--- src/rtl/gmii_rx_pkg.sv ---
// rtl/gmii_rx_pkg.sv - shared types and constants for the GMII receive frame controller
package gmii_rx_pkg;

  typedef enum logic [2:0] {
    ST_WAIT_LOCK,
    ST_SETTLE,
    ST_WAIT_IDLE,
    ST_IDLE,
    ST_PREAMBLE,
    ST_DATA,
    ST_DROP
  } rx_state_e;

  localparam logic [7:0] PREAMBLE_BYTE = 8'h55;
  localparam logic [7:0] SFD_BYTE      = 8'hD5;
  localparam int         MAX_PREAMBLE  = 7;
  localparam int         LEN_W         = 11;

  function automatic logic is_armed(input rx_state_e s);
    return (s == ST_IDLE) || (s == ST_PREAMBLE) || (s == ST_DATA) || (s == ST_DROP);
  endfunction

endpackage

--- src/rtl/gmii_rx_frame_ctrl_cdc_sync2.sv ---
// rtl/gmii_rx_frame_ctrl_cdc_sync2.sv - two-flop synchroniser, resets to 0
module cdc_sync2 (
  input  logic clk,
  input  logic rst,
  input  logic d_in,
  output logic d_out
);

  logic meta_q;
  logic sync_q;

  always_ff @(posedge clk or posedge rst) begin
    if (rst) begin
      meta_q <= 1'b0;
      sync_q <= 1'b0;
    end else begin
      meta_q <= d_in;
      sync_q <= meta_q;
    end
  end

  assign d_out = sync_q;

endmodule

--- src/rtl/gmii_rx_frame_ctrl.sv ---
// rtl/gmii_rx_frame_ctrl.sv - GMII receive bring-up sequencing, preamble/SFD strip, framing and stats
module gmii_rx_frame_ctrl
  import gmii_rx_pkg::*;
#(
  parameter int LOCK_SETTLE = 1024,
  parameter int MIN_LEN     = 64,
  parameter int MAX_LEN     = 1518,
  parameter int CNT_W       = 16
) (
  input  logic             gmii_rx_clk,
  input  logic             rst,
  input  logic             pll_lock,
  input  logic             rx_en,
  input  logic             gmii_rx_dv,
  input  logic [7:0]       gmii_rxd,
  output logic             rx_valid,
  output logic [7:0]       rx_data,
  output logic             rx_sof,
  output logic             rx_eof,
  output logic             rx_err,
  output logic             rx_armed,
  output logic [CNT_W-1:0] frame_cnt,
  output logic [CNT_W-1:0] err_cnt
);

  localparam int               SETTLE_W    = (LOCK_SETTLE > 1) ? $clog2(LOCK_SETTLE) : 1;
  localparam logic [SETTLE_W-1:0] SETTLE_LAST = SETTLE_W'(LOCK_SETTLE - 1);
  localparam logic [LEN_W-1:0] MIN_L       = LEN_W'(MIN_LEN);
  localparam logic [LEN_W-1:0] MAX_L       = LEN_W'(MAX_LEN);
  localparam logic [2:0]       PRE_LIMIT   = 3'(MAX_PREAMBLE);

  logic lock_s;

  cdc_sync2 u_lock_sync (
    .clk   (gmii_rx_clk),
    .rst   (rst),
    .d_in  (pll_lock),
    .d_out (lock_s)
  );

  rx_state_e           state_q, state_d;
  logic                d1_dv_q, d1_dv_d;
  logic [7:0]          d1_rxd_q, d1_rxd_d;
  logic [SETTLE_W-1:0] settle_q, settle_d;
  logic [2:0]          pre_cnt_q, pre_cnt_d;
  logic [LEN_W-1:0]    len_q, len_d;
  logic [7:0]          hold_q, hold_d;
  logic                hold_vld_q, hold_vld_d;
  logic                sof_pend_q, sof_pend_d;
  logic                rx_valid_q, rx_valid_d;
  logic [7:0]          rx_data_q, rx_data_d;
  logic                rx_sof_q, rx_sof_d;
  logic                rx_eof_q, rx_eof_d;
  logic                rx_err_q, rx_err_d;
  logic                rx_armed_q, rx_armed_d;
  logic [CNT_W-1:0]    frame_cnt_q, frame_cnt_d;
  logic [CNT_W-1:0]    err_cnt_q, err_cnt_d;
  logic                drop_err;
  logic                len_bad;

  assign len_bad = (len_q < MIN_L) || (len_q > MAX_L);

  always_comb begin
    state_d    = state_q;
    d1_dv_d    = gmii_rx_dv;
    d1_rxd_d   = gmii_rxd;
    settle_d   = settle_q;
    pre_cnt_d  = pre_cnt_q;
    len_d      = len_q;
    hold_d     = hold_q;
    hold_vld_d = hold_vld_q;
    sof_pend_d = sof_pend_q;
    rx_valid_d = 1'b0;
    rx_data_d  = rx_data_q;
    rx_sof_d   = 1'b0;
    rx_eof_d   = 1'b0;
    rx_err_d   = 1'b0;
    drop_err   = 1'b0;

    // Lock loss overrides everything; a held byte is flushed as a bad end of frame.
    if (!lock_s && state_q != ST_WAIT_LOCK) begin
      state_d    = ST_WAIT_LOCK;
      hold_vld_d = 1'b0;
      if (state_q == ST_DATA && hold_vld_q) begin
        rx_valid_d = 1'b1;
        rx_data_d  = hold_q;
        rx_sof_d   = sof_pend_q;
        rx_eof_d   = 1'b1;
        rx_err_d   = 1'b1;
      end
    end else begin
      case (state_q)
        ST_WAIT_LOCK: begin
          if (lock_s) begin
            state_d  = ST_SETTLE;
            settle_d = '0;
          end
        end
        ST_SETTLE: begin
          if (settle_q == SETTLE_LAST) state_d = ST_WAIT_IDLE;
          else                         settle_d = settle_q + SETTLE_W'(1);
        end
        ST_WAIT_IDLE: begin
          if (!d1_dv_q) state_d = ST_IDLE;
        end
        ST_IDLE: begin
          if (d1_dv_q) begin
            if (!rx_en) begin
              state_d = ST_DROP;
            end else if (d1_rxd_q == PREAMBLE_BYTE) begin
              state_d   = ST_PREAMBLE;
              pre_cnt_d = 3'd1;
            end else begin
              state_d  = ST_DROP;
              drop_err = 1'b1;
            end
          end
        end
        ST_PREAMBLE: begin
          if (!d1_dv_q) begin
            state_d  = ST_IDLE;
            drop_err = 1'b1;
          end else if (d1_rxd_q == PREAMBLE_BYTE && pre_cnt_q < PRE_LIMIT) begin
            pre_cnt_d = pre_cnt_q + 3'd1;
          end else if (d1_rxd_q == SFD_BYTE) begin
            state_d    = ST_DATA;
            len_d      = '0;
            hold_vld_d = 1'b0;
            sof_pend_d = 1'b1;
          end else begin
            state_d  = ST_DROP;
            drop_err = 1'b1;
          end
        end
        ST_DATA: begin
          // One-byte hold lets the final byte be tagged with eof when dv drops.
          if (d1_dv_q) begin
            hold_d     = d1_rxd_q;
            hold_vld_d = 1'b1;
            if (len_q != '1) len_d = len_q + LEN_W'(1);
            if (hold_vld_q) begin
              rx_valid_d = 1'b1;
              rx_data_d  = hold_q;
              rx_sof_d   = sof_pend_q;
              sof_pend_d = 1'b0;
            end
          end else begin
            state_d    = ST_IDLE;
            hold_vld_d = 1'b0;
            if (hold_vld_q) begin
              rx_valid_d = 1'b1;
              rx_data_d  = hold_q;
              rx_sof_d   = sof_pend_q;
              rx_eof_d   = 1'b1;
              rx_err_d   = len_bad;
            end else begin
              drop_err = 1'b1;
            end
          end
        end
        ST_DROP: begin
          if (!d1_dv_q) state_d = ST_IDLE;
        end
        default: state_d = ST_WAIT_LOCK;
      endcase
    end

    rx_armed_d  = is_armed(state_q);
    frame_cnt_d = frame_cnt_q;
    err_cnt_d   = err_cnt_q;
    if (rx_eof_d && !rx_err_d && frame_cnt_q != '1) frame_cnt_d = frame_cnt_q + CNT_W'(1);
    if ((drop_err || (rx_eof_d && rx_err_d)) && err_cnt_q != '1) err_cnt_d = err_cnt_q + CNT_W'(1);
  end

  always_ff @(posedge gmii_rx_clk or posedge rst) begin
    if (rst) begin
      state_q     <= ST_WAIT_LOCK;
      d1_dv_q     <= 1'b0;
      d1_rxd_q    <= 8'h00;
      settle_q    <= '0;
      pre_cnt_q   <= 3'd0;
      len_q       <= '0;
      hold_q      <= 8'h00;
      hold_vld_q  <= 1'b0;
      sof_pend_q  <= 1'b0;
      rx_valid_q  <= 1'b0;
      rx_data_q   <= 8'h00;
      rx_sof_q    <= 1'b0;
      rx_eof_q    <= 1'b0;
      rx_err_q    <= 1'b0;
      rx_armed_q  <= 1'b0;
      frame_cnt_q <= '0;
      err_cnt_q   <= '0;
    end else begin
      state_q     <= state_d;
      d1_dv_q     <= d1_dv_d;
      d1_rxd_q    <= d1_rxd_d;
      settle_q    <= settle_d;
      pre_cnt_q   <= pre_cnt_d;
      len_q       <= len_d;
      hold_q      <= hold_d;
      hold_vld_q  <= hold_vld_d;
      sof_pend_q  <= sof_pend_d;
      rx_valid_q  <= rx_valid_d;
      rx_data_q   <= rx_data_d;
      rx_sof_q    <= rx_sof_d;
      rx_eof_q    <= rx_eof_d;
      rx_err_q    <= rx_err_d;
      rx_armed_q  <= rx_armed_d;
      frame_cnt_q <= frame_cnt_d;
      err_cnt_q   <= err_cnt_d;
    end
  end

  assign rx_valid  = rx_valid_q;
  assign rx_data   = rx_data_q;
  assign rx_sof    = rx_sof_q;
  assign rx_eof    = rx_eof_q;
  assign rx_err    = rx_err_q;
  assign rx_armed  = rx_armed_q;
  assign frame_cnt = frame_cnt_q;
  assign err_cnt   = err_cnt_q;

endmodule
--- config.mk ---
export PLATFORM = sky130hd
export DESIGN_NAME = gmii_rx_frame_ctrl
export DESIGN_NICKNAME = d
export VERILOG_FILES = /design/src/rtl/gmii_rx_pkg.sv /design/src/rtl/gmii_rx_frame_ctrl_cdc_sync2.sv /design/src/rtl/gmii_rx_frame_ctrl.sv
export SDC_FILE = /design/constraint.sdc
export NUM_CORES = 1
export LEC_CHECK = 0
export ABC_AREA = 1
export CORE_MARGIN = 2
export CORE_UTILIZATION = 30
export CTS_CLUSTER_DIAMETER = 120
export DETAILED_ROUTE_END_ITERATION = 16
export DONT_BUFFER_PORTS = 1
export SLEW_MARGIN = 20
export SYNTH_ARGS = -nofsm -noshare
export SYNTH_HDL_FRONTEND = slang
export SYNTH_SLANG_ARGS = --single-unit
--- constraint.sdc ---
create_clock -name gmii_rx_clk -period 2.95 [get_ports gmii_rx_clk]
set_input_delay 0.4425 -clock gmii_rx_clk [delete_from_list [all_inputs] [get_ports gmii_rx_clk]]
set_output_delay 0.4425 -clock gmii_rx_clk [all_outputs]
set_load 0.01 [all_outputs]
==> impl_metrics.json, run 1 <==
{
  "status": "finished clean",
  "drtIter0Drc": 253,
  "vias": 3999,
  "syn2layout_area_growth_pct": 10.1,
  "synth_edf_count": 0,
  "synth_cell_types": 46,
  "clk_pin_slew_ns": 0.07,
  "grt_overflow": 0,
  "p_total_w": 0.00328,
  "cts_htree_levels": 3,
  "worstPathRequired_ns": 3.18,
  "grt_pass1_vias": 3862,
  "cts_tree": "yes",
  "period_needed_ns": 2.27,
  "critPathTopFamily": "simple AND/OR/NAND/NOR gates",
  "setup_violations": 0,
  "postCtsSetupBuffers": 0,
  "fin_crit_sh_pct": 77.0,
  "drc": 0,
  "cellLeakagePower_nw": 2.61,
  "drt-pass1-iter-count": 5,
  "wl_per_cell_microns": 12.7,
  "wl_microns": 11100,
  "clk_latency_ns": 0.35,
  "arrival_ns": 2.50,
  "tns_ns": 0,
  "powerDensity_nw_per_um2": 584,
  "chipWidth_microns": 134,
  "p_int_w": 0.00220,
  "ioPinCount": 58,
  "final_antenna_net_count": 0,
  "cts_buffers": 9,
  "grt_pass1_wl_microns": 19400,
  "finalClockSkew_ns": 0.0108,
  "ys_top_cells_by_area": "dfrtp_1 (46%), nand2_1 (15%), nand3_1 (5.0%), nor2_1 (5.0%), xor2_1 (4.1%)",
  "hold_viol_final": 0,
  "setup_ws_ns": 0.678,
  "hpwl_microns": 8070,
  "n_antenna_cell": 0,
  "nNetsFinal": 663,
  "gp_congestion": 0.819,
  "crit_chain": "ha_1, nand2_1, inv_1, nand2_1, nor2_1, nand2_1, o21ai_1, nor2_1, inv_1, nand2_1, o21ai_0",
  "switching_share_pct": 32.8,
  "critPathMaxFanout": 13,
  "grt_max_degree": 72,
  "synth-seq-cells": 93,
  "worst_slew_margin_rel_pct": 40.2,
  "async_flop_share_pct": 100,
  "max_freq_mhz": 440,
  "synth_top_cell_by_area": "dfrtp_1",
  "path_class": "reg2reg",
  "seq_power_share_pct": 46.3,
  "cts_sinks": 93,
  "cts_resized": 0,
  "ir_worst_vdd_mv": 0.283,
  "yosysSeqAreaShare_pct": 45.6,
  "yosysMostFrequentCell": "nand2_1",
  "syn_nets": 658,
  "crit_top_cell": "nand2_1",
  "synth_top_area_share_pct": 45.6,
  "critical-path-max-stage-delay_ns": 0.62,
  "synthesis.area_sq_um": 5100,
  "cts-root-buf": "clkbuf_16",
  "post-place-ws_ns": 0.720,
  "grt_util_all_layers_pct": 13.3,
  "dieHeight_microns": 134,
  "core_sq_um": 16600,
  "start_util_pct": 30.8,
  "grt_setup_unrepaired": "no",
  "syn-mean-instance-area_sq_um": 7.97,
  "hold_buffers": 0,
  "cp-start-kind": "flip-flop",
  "min_path_type": "in2reg",
  "tightestPinTransition_ns": 0.897,
  "design.die.area_sq_um": 18100,
  "p_switching_w": 0.00108,
  "comb_power_share_pct": 19.7,
  "ys.warnings.count": 0,
  "synth_flop_cell": "dfrtp_1",
  "clk_path_buf_depth": 2,
  "slew_violations": 0,
  "layout-drive-gt1-share_pct": 9.85,
  "worst-path-buf-inv": 2,
  "endpoint_kind": "flip-flop",
  "rows": 47,
  "synth.cells.most_frequent": "nand2_1 (208), dfrtp_1 (93), nor2_1 (68)",
  "cap_violations": 0,
  "critical-path-slowest-cell": "nor2_1",
  "netlist_instances": 640,
  "antenna_found_initial": 0,
  "routed_via_density": 4.60,
  "clkPwrFrac_pct": 34.0,
  "port_buffers": 0
}
## final timing paths
check,start,end,slack [ns],cells past startpoint
hold / removal,gmii_rxd[6],d1_rxd_q[6],0.12,0
min in group asynchronous,rst,d1_rxd_q[1],0.17,1
setup reg to reg,settle_q[0],settle_q[9],0.68,11
max in group asynchronous,rst,d1_rxd_q[5],2.06,2
setup / recovery,settle_q[0],settle_q[9],0.68,11
hold reg to reg,u_lock_sync.meta_q,u_lock_sync.d_out,0.35,0
## per-layer routing
| layer | track usage, % | vias to the layer above | wire (microns) |
|---|---|---|---|
| li1 | - | 2066 | - |
| met2 | 20.8 | 54 | 5180 |
| met3 | 3.93 | 11 | 538 |
| met5 | 0 | - | 0 |
| met4 | 4.56 | 0 | 148 |
| met1 | 17.7 | 1868 | 5230 |
## cell type report
cell class,instances,area (sq um)
Clock buffer,11,253
Clock inverter,5,32.5
Fill cell,1784,11000
Inverter,63,258
Multi-Input combinational cell,476,2460
Sequential cell,93,2330
Tap cell,220,275
Timing Repair Buffer,2,15.0
## sequential cells by signal, indices dropped and copies added (netlist names)
name                flops
rx_err                  1
hold_vld_q              1
rx_valid                1
rx_data                 8
state_q                 3
d1_dv_q                 1
u_lock_sync.d_out       1
d1_rxd_q                8
len_q                  11
hold_q                  8
rx_eof                  1
u_lock_sync.meta_q      1
rx_sof                  1
err_cnt                16
settle_q               10
frame_cnt              16
pre_cnt_q               3
sof_pend_q              1
rx_armed                1
## power by group through the flow
| stage | Sequential (W) | Clock, W | Combinational [W] |
|---|---|---|---|
| 2_1_floorplan | 0.00150 | 0 | 0.000575 |
| 3_3_place_gp | 0.00154 | 0 | 0.000649 |
| 3_5_place_dp | 0.00154 | 0 | 0.000652 |
| 4_1_cts | 0.00152 | 0.00116 | 0.000655 |
| 5_1_grt | 0.00154 | 0.00122 | 0.000747 |
| 6_report | 0.00152 | 0.00111 | 0.000647 |
## stage by stage
step                      cell area [sq um]  instances  hold WS, ns  util (%)
after CTS                              5620        870        0.105      33.9
after detailed placement               5330        854        0.344      32.2
after global routing                   5620        870       0.0989      33.9
after floorplan                        5100        640        0.331         -
after global placement                 5330        854        0.340      32.2
final                                  5620        870        0.119      33.9
## cells in the final DEF, fill, tap and decap left out, types with 7 or more instances in the layout
cell type | netlist | routed
a21oi_1 | 7 | 7
clkbuf_16 | 0 | 9
dfrtp_1 | 93 | 93
inv_1 | 52 | 51
nand2_1 | 208 | 208
nand2_2 | 12 | 12
nand3_1 | 51 | 51
nand4_1 | 11 | 11
nor2_1 | 68 | 68
nor3_1 | 11 | 11
o21ai_0 | 21 | 21
o21ai_1 | 8 | 8
xnor2_1 | 14 | 14
xor2_1 | 24 | 24
## logic make-up (layout without fill, tap and decap cells)
group,count (synthesis),count (layout),synth area share (%)
muxes,4,4,0.858
AOI/OAI and AO/OA,48,48,5.74
adders and majority gates,5,5,1.23
DFF,93,93,45.6
buffers and inverters,71,81,6.20
and+or+nand+nor,381,381,33.8
xor gates and xnor gates,38,38,6.52
Power figures use the tool's default switching activity.
==> run 2, diff against run 1 <==
- clock period: 2.95 -> 1.98 ns (I/O delays scaled with it)
==> impl_metrics.json, run 2 (same netlist as run 1, synthesis figures left out) <==
{
  "status": "finished clean",
  "worstPathRequired_ns": 2.27,
  "gp_congestion": 0.850,
  "clk_latency_ns": 0.35,
  "reg2reg_depth": 12,
  "grt_max_degree": 37,
  "cellLeakagePower_nw": 2.88,
  "endpoint_kind": "flip-flop",
  "place_inst": 887,
  "hold_viol_final": 0,
  "arrival_ns": 2.11,
  "finalNonFillerCells": 924,
  "grt_overflow": 0,
  "drtIter0Drc": 317,
  "routed_via_density": 4.45,
  "syn2layout_area_growth_pct": 19.9,
  "period_needed_ns": 1.82,
  "cts_buffers": 9,
  "cts_sinks": 93,
  "worst_slew_margin_rel_pct": 58.5,
  "crit_chain": "nor2_4, nand2_2, nand2_4, nand2_1, inv_1, nand3_2, buf_4, nand2_4, nand2_8, nand2_8, nand2_1, nand2_1",
  "port_buffers": 0,
  "ir_worst_vdd_mv": 0.447,
  "slew_violations": 0,
  "wl_per_cell_microns": 12.7,
  "final_cell_mix": "nand2_1 (208), dfrtp_1 (91), nor2_1 (67), inv_1 (51), nand3_1 (51)",
  "antenna_found_initial": 0,
  "path_class": "reg2reg",
  "hp-start": "rx_en",
  "cp-start-kind": "flip-flop",
  "chipWidth_microns": 134,
  "cts_tree": "yes",
  "setup_violations": 0,
  "clk_path_buf_depth": 2,
  "cts-root-buf": "clkbuf_16",
  "max_freq_mhz": 549,
  "drc": 0,
  "n_antenna_cell": 0,
  "grt_pass1_vias": 4067,
  "crit_top_cell": "nand2_1",
  "r2r_slack_ns": 0.16,
  "holdPathStages": 4,
  "critical-path-max-stage-delay_ns": 0.48,
  "nNetsFinal": 717,
  "crit_start": "state_q[2]",
  "tightestPinTransition_ns": 0.621,
  "critical-path-slowest-cell": "dfrtp_2",
  "drt-pass1-iter-count": 4,
  "fin_crit_sh_pct": 92.0,
  "powerDensity_nw_per_um2": 848,
  "grt_pass1_wl_microns": 19600,
  "clk_pin_slew_ns": 0.07,
  "hpwl_microns": 8620,
  "min_path_type": "in2reg",
  "ioPinCount": 58,
  "post-place-ws_ns": 0.0381,
  "setup_ws_ns": 0.158,
  "final_antenna_net_count": 0,
  "critPathMaxFanout": 17,
  "vias": 4109,
  "fillers": 1718,
  "r2r_start": "state_q[2]",
  "layout-drive-gt1-share_pct": 15.6,
  "finalClockSkew_ns": 0.00933,
  "worstHoldEndpoint": "state_q[1]",
  "reg2reg_to": "err_cnt[10]",
  "wl_microns": 11700,
  "design.die.area_sq_um": 18100,
  "grt_setup_unrepaired": "yes",
  "dieHeight_microns": 134,
  "cts_htree_levels": 3,
  "tns_ns": 0,
  "rows": 47,
  "fin_util_pct": 36.9,
  "grt_util_all_layers_pct": 13.5,
  "core_sq_um": 16600,
  "p_total_w": 0.00519,
  "layout_commonest_cell": "nand2_1",
  "cap_violations": 0,
  "start_util_pct": 30.8
}
## run 2: per-stage QoR
step	hold slack [ns]	area [sq um]
final	0.261	6120
after global routing	0.254	6120
after CTS	0.249	6030
after detailed placement	0.286	5620
after global placement	0.275	5620
after floorplan	0.328	5110
## run 2: worst max path at each step
| stage | slack [ns] | to | cells past startpoint |
|---|---|---|---|
| floorplan | 0.27 | err_cnt[10] | 9 |
| global placement | 0.09 | len_q[10] | 10 |
| detailed placement | 0.04 | len_q[3] | 10 |
| CTS | 0.03 | len_q[3] | 10 |
| global route | -0.01 | len_q[10] | 10 |
| finish | 0.16 | err_cnt[10] | 12 |
## run 2: per-layer routing
layer	part of all wire [%]	global-route usage [%]
met5	0	0
met4	1.1	4.27
met3	5.3	4.31
met2	47	21.8
met1	47	17.3
## run 2: final cells by class
| type | count | area (sq um) | area share [%] |
|---|---|---|---|
| well taps | 220 | 275 | 4.50 |
| repair buffers | 55 | 478 | 7.81 |
| flip-flops and latches | 93 | 2330 | 38.1 |
| multi-input cells | 477 | 2480 | 40.5 |
| clock buffers | 9 | 225 | 3.68 |
| clock inverters | 7 | 75.1 | 1.23 |
| inverters | 63 | 259 | 4.23 |
## run 2: where the power goes
| group | switching (W) | internal, W | leakage [nW] |
|---|---|---|---|
| logic | 0.000781 | 0.000439 | 1.48 |
| registers | 0.000147 | 0.00207 | 1.26 |
| clock network | 0.000770 | 0.000985 | 0.143 |
## run 2: worst max-delay path: cells and delay by family (launching register included)
family / cells / cell delay [ns]
flip-flops: 1 / 0.48
AND/OR/NAND/NOR: 10 / 1.03
buffers and inverters: 2 / 0.25
## run 2: timing repair
item	4_1_cts	5_1_grt
endpoints found under the hold margin	31	0
buffers inserted	0	9
hold buffers	11	0
setup endpoints to repair	0	50
resized for setup	0	4
==> run 3, diff against run 2 <==
- CORE_UTILIZATION: 30 -> 55
- PLACE_DENSITY: default -> 0.73
==> impl_metrics.json, run 3 (same netlist as run 1, synthesis figures left out) <==
{
  "status": "finished clean",
  "register_area_sq_um": 2330,
  "dieHeight_microns": 100,
  "seq_power_share_pct": 46.9,
  "crit_top_cell": "nand2_1",
  "clk_latency_ns": 0.36,
  "cellLeakagePower_nw": 2.76,
  "ioPinCount": 58,
  "worstPathRequired_ns": 2.24,
  "crit_chain": "nor2_4, nand2_2, nand2_4, nand2_1, inv_1, nand3_2, buf_4, nor3_4, buf_12, nand2_1, nand2_1, nand2_1",
  "cap_violations": 0,
  "vias": 4165,
  "clkPwrFrac_pct": 28.0,
  "min_path_type": "in2reg",
  "wl_per_cell_microns": 13.2,
  "layout-drive-gt1-share_pct": 13.9,
  "critical-path-slowest-cell": "dfrtp_2",
  "hold_viol_final": 0,
  "drc": 0,
  "fillers": 802,
  "hpwl_microns": 7610,
  "crit_start": "state_q[1]",
  "multi_input_area_sq_um": 2470,
  "max_freq_mhz": 527,
  "grt_util_all_layers_pct": 22.4,
  "ir_worst_vdd_mv": 0.437,
  "final_antenna_net_count": 0,
  "cts-root-buf": "clkbuf_8",
  "core_sq_um": 9110,
  "p_int_w": 0.00308,
  "period_needed_ns": 1.90,
  "finalClockSkew_ns": 0.0106,
  "comb_power_share_pct": 25.1,
  "cts_sinks": 93,
  "final_cell_mix": "nand2_1 (208), dfrtp_1 (91), nor2_1 (67), nand3_1 (51), inv_1 (50)",
  "use_met3_pct": 4.67,
  "clk_pin_slew_ns": 0.10,
  "clk_path_buf_depth": 2,
  "critPathTopFamily": "simple AND/OR/NAND/NOR gates",
  "cts_htree_levels": 3,
  "grt_setup_unrepaired": "yes",
  "place_inst": 771,
  "grt_pass1_wl_microns": 18100,
  "timing.hold.ws_ns": 0.260,
  "hp-start": "rx_en",
  "grt_busiest_layer": "met2",
  "gp_congestion": 0.919,
  "port_buffers": 0,
  "p_switching_w": 0.00163,
  "setup_violations": 0,
  "n_antenna_cell": 0,
  "design.die.area_sq_um": 10100,
  "cts_tree": "yes",
  "antenna_found_initial": 0,
  "powerDensity_nw_per_um2": 817,
  "grt_pass1_vias": 3952,
  "p_total_w": 0.00471,
  "globalRouteMet1Util_pct": 30.9,
  "worst-path-buf-inv": 3,
  "r2r_start": "state_q[1]",
  "tightestPinTransition_ns": 0.478,
  "chipWidth_microns": 100,
  "nNetsFinal": 702,
  "fin_util_pct": 63.3,
  "critical-path-max-stage-delay_ns": 0.47,
  "path_class": "reg2reg",
  "wl_microns": 10500,
  "fin_crit_sh_pct": 95.8,
  "layout_commonest_cell": "nand2_1",
  "cp-start-kind": "flip-flop",
  "endpoint_kind": "flip-flop",
  "grt_overflow": 0,
  "grt_max_degree": 94,
  "cts_buffers": 9,
  "arrival_ns": 2.15,
  "rows": 35,
  "grt_use_met2_pct": 35.9,
  "critPathMaxFanout": 10,
  "drt-pass1-iter-count": 6,
  "switching_share_pct": 34.7,
  "finalNonFillerCells": 800,
  "routed_via_density": 5.21,
  "start_util_pct": 56.0,
  "drtIter0Drc": 271,
  "slew_violations": 0,
  "worst_slew_margin_rel_pct": 68.2,
  "syn2layout_area_growth_pct": 12.9
}
[run 3: changes by cell type in the layout (fill, tap and decap cells not counted), sizes merged]
cell and change:
buf -14, clkinvlp -1, inv +4, nor3 -1, clkinv -3
[run 3: power by group through the flow]
stage	clock (W)	sequential (W)	combinational, W
floorplan	0	0.00224	0.000857
global placement	0	0.00224	0.00112
detailed placement	0	0.00224	0.00115
CTS	0.00136	0.00220	0.00117
global route	0.00143	0.00223	0.00132
finish	0.00132	0.00221	0.00118
[run 3: stage by stage]
stage               worst slack (ns)  instance area, sq um  setup TNS (ns)
floorplan                      0.269                  5110               0
global placement               0.129                  5410               0
detailed placement            0.0697                  5410               0
CTS                           0.0523                  5720               0
global route                 -0.0299                  5760         -0.0607
finish                        0.0840                  5760               0
[run 3: worst paths after layout]
kind / slack, ns / endpoint / depth (start not counted)
setup / recovery: 0.08 / frame_cnt[3] / 12
hold / removal: 0.26 / state_q[1] / 4
setup reg to reg: 0.08 / frame_cnt[3] / 12
hold reg to reg: 0.39 / u_lock_sync.d_out / 0
max in group asynchronous: 1.06 / settle_q[0] / 3
min in group asynchronous: 0.54 / d1_rxd_q[3] / 3
[run 3: area by class of cell]
cell class,instances,share of cell area (%)
multi-input combinational,476,42.8
timing repair buffer,41,6.32
clock inverter,7,1.39
tap,111,2.41
sequential,93,40.4
inverter,63,4.52
clock buffer,9,2.15
[run 3: worst reg2reg max path, cell delays in order (launching register included)]
cell,delay [ns]
dfrtp_2,0.47
nor2_4,0.16
nand2_2,0.10
nand2_4,0.14
nand2_1,0.07
inv_1,0.06
nand3_2,0.12
buf_4,0.17
nor3_4,0.21
buf_12,0.14
nand2_1,0.05
nand2_1,0.05
nand2_1,0.05
[run 3: per-layer routing]
layer	vias up	wire (microns)
li1	2122	-
met1	1929	4740
met2	100	5060
met3	14	587
met4	0	159
met5	-	0
[run 3: repair_timing]
action,4_1_cts,5_1_grt
gates resized for setup,0,8
hold buffers,11,0
setup endpoints to repair,0,32
buffers inserted,0,2
hold endpoints to repair,103,0
